[src/rtl/pc_sequencer.sv]
// pc_sequencer: multi-cycle fetch/decode/execute/mem/writeback sequencer owning the PC and commit strobes
module pc_sequencer #(
    parameter logic [31:0] RESET_PC    = 32'h0000_0000,
    parameter int          CNT_WIDTH   = 32,
    parameter int          MEM_TIMEOUT = 15
) (
    input  logic                 clk,
    input  logic                 reset,
    input  logic                 run,
    input  logic                 halt_req,
    input  logic                 branch,
    input  logic                 jump,
    input  logic                 branch_taken,
    input  logic                 mem_read_req,
    input  logic                 mem_write_req,
    input  logic                 reg_write_req,
    input  logic [31:0]          imm,
    input  logic                 mem_ready,
    output logic [31:0]          pc_out,
    output logic                 ir_en,
    output logic                 mem_read,
    output logic                 mem_write,
    output logic                 reg_write,
    output logic                 retired,
    output logic [CNT_WIDTH-1:0] instr_count,
    output logic [2:0]           state,
    output logic                 err
);
    typedef enum logic [2:0] {
        IDLE    = 3'd0,
        FETCH   = 3'd1,
        DECODE  = 3'd2,
        EXECUTE = 3'd3,
        MEM     = 3'd4,
        WB      = 3'd5,
        ERROR   = 3'd7
    } state_t;

    localparam int TW = $clog2(MEM_TIMEOUT + 1);

    state_t        cur, nxt;
    logic [TW-1:0] tcnt;
    logic          take_q, take_c, take_now;
    logic [31:0]   target_q, target_c, target_now;
    logic          commit;

    assign take_c     = jump | (branch & branch_taken);
    assign target_c   = pc_out + imm;
    assign take_now   = (cur == EXECUTE) ? take_c : take_q;
    assign target_now = (cur == EXECUTE) ? target_c : target_q;

    always_comb begin
        nxt    = cur;
        commit = 1'b0;
        case (cur)
            IDLE:    nxt = (run && !halt_req) ? FETCH : IDLE;
            FETCH:   nxt = DECODE;
            DECODE:  nxt = EXECUTE;
            EXECUTE: begin
                if ((take_c && target_c[1:0] != 2'b00) || (mem_read_req && mem_write_req))
                    nxt = ERROR;
                else if (mem_read_req || mem_write_req)
                    nxt = MEM;
                else if (reg_write_req)
                    nxt = WB;
                else
                    commit = 1'b1;
            end
            MEM: begin
                if (mem_ready) begin
                    if (mem_read_req && reg_write_req)
                        nxt = WB;
                    else
                        commit = 1'b1;
                end else if (tcnt == TW'(MEM_TIMEOUT - 1)) begin
                    nxt = ERROR;
                end
            end
            WB:      commit = 1'b1;
            ERROR:   nxt = ERROR;
            default: nxt = ERROR;
        endcase
        if (commit)
            nxt = halt_req ? IDLE : FETCH;
    end

    always_ff @(posedge clk) begin
        if (reset) begin
            cur         <= IDLE;
            pc_out      <= RESET_PC;
            instr_count <= '0;
            tcnt        <= '0;
            take_q      <= 1'b0;
            target_q    <= '0;
        end else begin
            cur <= nxt;
            if (cur == EXECUTE) begin
                take_q   <= take_c;
                target_q <= target_c;
                tcnt     <= '0;
            end else if (cur == MEM && !mem_ready) begin
                tcnt <= tcnt + TW'(1);
            end
            if (commit) begin
                pc_out      <= take_now ? target_now : pc_out + 32'd4;
                instr_count <= instr_count + CNT_WIDTH'(1);
            end
        end
    end

    assign state     = cur;
    assign ir_en     = cur == FETCH;
    assign mem_read  = (cur == MEM) && mem_read_req;
    assign mem_write = (cur == MEM) && mem_write_req;
    assign reg_write = cur == WB;
    assign retired   = commit;
    assign err       = cur == ERROR;
endmodule

[config.mk]
export PLATFORM = sky130hd
export DESIGN_NAME = pc_sequencer
export DESIGN_NICKNAME = d
export VERILOG_FILES = /design/src/rtl/pc_sequencer.sv
export SDC_FILE = /design/constraint.sdc
export NUM_CORES = 1
export LEC_CHECK = 0
export CAP_MARGIN = 10
export CORE_UTILIZATION = 25
export CTS_CLUSTER_SIZE = 14
export DETAILED_ROUTE_END_ITERATION = 10
export PLACE_DENSITY = 0.53
export SYNTH_ARGS = -nofsm -noshare
export SYNTH_HDL_FRONTEND = slang
export SYNTH_SLANG_ARGS = --single-unit
[constraint.sdc]
create_clock -name clk -period 3.85 [get_ports clk]
set_clock_uncertainty 0.05 [all_clocks]
set_input_delay 0.77 -clock clk [delete_from_list [all_inputs] [get_ports clk]]
set_output_delay 0.77 -clock clk [all_outputs]
set_load 0.03 [all_outputs]
==> results.ini <==
[global_route]
grt_overflow = 0
grt_max_degree = 57
first_global_vias = 6168
grt_first_pass_wirelength_um = 33500
gr-usage-all-layers_pct = 16.0
antenna_found_initial = 0

[worst_setup_path]
crit_path_end_kind = output port
cp.arrival_ps = 2900
path_class = in -> out
crit_fanout = 9
startpoint_type = input pin
crit_required_ps = 3030

[yosys]
syn_area_um2 = 6590
synth-main-ff-cell = dfxtp_1
synth_enable_flop_cells = 0
ys_types = 74
syn-num-nets = 902
ys_ff_latch = 104
async_flop_share_pct = 0
synth.avg_cell_area_um2 = 8.00
yosys_warnings = 0
ys_seq_area_share_pct = 31.6
syn_inst = 823

[detailed_routing]
vias = 6565
drc = 0
first_pass_iters = 5
first_iter_violations = 420
viasPerCell = 5.07
post_drt_wl_per_cell_um = 16.3
postRouteAntennaNets = 0
routed_wl_um = 21000

[clocking]
h-tree-depth = 3
path_clk_slew_ps = 80
cts_hold_buf = 0
clock_path_buffers = 2
cts_tree = built
cts.sinks = 104
post_cts_buffers = 0
cts_root_buf = clkbuf_16
cts_resized = 1
cts_buffers = 9
insertion_delay_ps = 360

[place]
place_worst_setup_slack_ps = -63.6
io_buffers = 115
gp_congestion = 0.866
hpwl_um = 16000
dp.cells = 1278

[power]
p_leak_nw = 3.23
vdd_ir_drop_max_mv = 0.191
p_per_area_nw_per_um2 = 257

[final_layout]
antenna_cells = 0
fill_cells = 2779
nets = 1033
layout-drive-gt1-share_pct = 9.07
area_growth_syn_to_layout_pct = 31.2
final_cells = 1294

[worst_hold_path]
hold_path_class = reg -> reg

[timing]
finalCriticalPeriod_ps = 3720
fmaxAchievable_mhz = 269
rsz0062_at_grt = no
maxSlewViolCount = 0
hold_viol_final = 0
max_slew.worst_pin.slew_ps = 664
finalCritPeriodShare_pct = 96.7
finalSetupViolCount = 0
setup_ws_ps = 127
slew_headroom_pct = 55.7

[floorplan]
dieArea_um2 = 27000
io-pin-count = 116
start_util_pct = 25.4
rows = 59
die_w_um = 164
core_um2 = 26000
die_h_um = 164

[run]
max_cap_violations = 0

[outcome]
status = finished, final reports clean

## report_power, final
part	switching [mW]	internal (mW)	total [mW]
clock network	0.480	0.453	0.933
registers	0.00835	1.08	1.09
logic	0.113	0.0894	0.203
total	0.601	1.62	2.22
## logic make-up (layout without fill, tap and decap cells)
logic type      after synthesis  after routing  synth area share, %
fa+ha+maj                    36             36                 6.95
mux                          11             11                 1.67
compound gates              230            230                 22.8
flops                       104            104                 31.6
xor+xnor                     65             65                 8.64
buf+inv                      54            190                 3.36
simple gates                323            323                 25.0
## path summary, 6_finish.rpt
path	start	endpoint	slack, ps	depth (start not counted)
setup / recovery	imm[0]	retired	130	10
hold / removal	target_q[3]	target_q[3]	420	2
setup reg to reg	pc_out[0]	target_q[24]	810	11
hold reg to reg	target_q[3]	target_q[3]	420	2
## stage by stage
| stage | power (mW) | setup TNS (ps) | utilization (%) | hold slack [ps] | instance area, um2 |
|---|---|---|---|---|---|
| 2_1_floorplan | 1.22 | 0 | - | 386 | 6590 |
| 3_3_place_gp | 1.32 | -1.54 | 32.2 | 401 | 8350 |
| 3_5_place_dp | 1.32 | -101 | 32.2 | 406 | 8350 |
| 4_1_cts | 2.25 | 0 | 33.3 | 419 | 8640 |
| 5_1_grt | 2.32 | 0 | 33.3 | 436 | 8640 |
| 6_report | 2.22 | 0 | 33.3 | 415 | 8640 |
## synth_stat cells, types with 3 or more instances
| library cell | n | area share, % |
|---|---|---|
| mux2i_1 | 11 | 1.7 |
| o21ai_1 | 10 | 0.76 |
| nor3_1 | 22 | 1.7 |
| a21oi_1 | 76 | 5.8 |
| a31oi_1 | 8 | 0.76 |
| nor4b_1 | 3 | 0.40 |
| clkbuf_1 | 28 | 1.6 |
| nand3_1 | 37 | 2.8 |
| a211oi_1 | 20 | 2.3 |
| buf_1 | 4 | 0.23 |
| a21o_1 | 16 | 1.8 |
| nor2b_1 | 4 | 0.38 |
| nand2_1 | 72 | 4.1 |
| o21bai_1 | 5 | 0.57 |
| a211o_1 | 3 | 0.40 |
| dfxtp_1 | 104 | 32 |
| xnor2_1 | 36 | 4.8 |
| nor2_1 | 94 | 5.4 |
| and2_1 | 8 | 0.76 |
| xor2_1 | 29 | 3.9 |
| ha_1 | 35 | 6.6 |
| or3_1 | 8 | 0.76 |
| or4_1 | 4 | 0.46 |
| o211ai_1 | 6 | 0.68 |
| buf_2 | 9 | 0.68 |
| and4_1 | 6 | 0.80 |
| o221ai_1 | 3 | 0.40 |
| o21ai_0 | 43 | 3.3 |
| a22oi_1 | 3 | 0.34 |
| o21a_1 | 9 | 1.0 |
| and3_1 | 20 | 1.9 |
| nor4_1 | 4 | 0.38 |
| inv_1 | 12 | 0.68 |
| nand4_1 | 21 | 2.0 |
| nor3b_1 | 3 | 0.34 |
## critical path, stage by stage
cell             delay [ps]
clkdlybuf4s50_1         400
ha_1                    240
fa_1                    510
nor2_1                   50
buf_4                   150
o2111ai_4               180
and2_4                  210
inv_1                    60
buf_4                   180
buf_12                  150
## placed cells by master, fill, tap and decap left out, types with 4 or more instances in the layout
cell	instances
a211oi_1	20
a21o_1	16
a21oi_1	76
a31oi_1	8
and2_1	7
and3_1	20
and4_1	6
buf_4	46
clkbuf_16	9
clkdlybuf4s50_1	113
dfxtp_1	104
ha_1	35
inv_1	12
mux2i_1	11
nand2_1	72
nand3_1	37
nand4_1	21
nor2_1	93
nor2b_1	4
nor3_1	22
nor4_1	4
o211ai_1	6
o21a_1	9
o21ai_0	43
o21ai_1	10
o21bai_1	5
or3_1	8
or4_1	4
xnor2_1	36
xor2_1	29
## routing by layer
layer | vias to the layer above | share of wire [%] | GRT usage [%]
li1 | 3270 | - | -
met1 | 3098 | 47 | 21.2
met2 | 181 | 45 | 25.5
met3 | 16 | 6.5 | 4.12
met4 | 0 | 1.4 | 4.04
met5 | - | 0 | 0
## flip-flops by register name (all words and copies together) (netlist names)
signal	cells
instr_count	32
pc_out	32
target_q	32
tcnt	4
take_q	1
state	3
## final cells by class
type                            instances  area (um2)  share of cell area, %
Clock inverter                          7        61.3                  0.709
Timing Repair Buffer                  162        1520                   17.6
Sequential cell                       104        2080                   24.1
Multi-Input combinational cell        665        4290                   49.6
Clock buffer                            9         225                   2.61
Inverter                               12        45.0                  0.521
Tap cell                              335         419                   4.85
No activity file was read; power rests on OpenSTA's default activity.
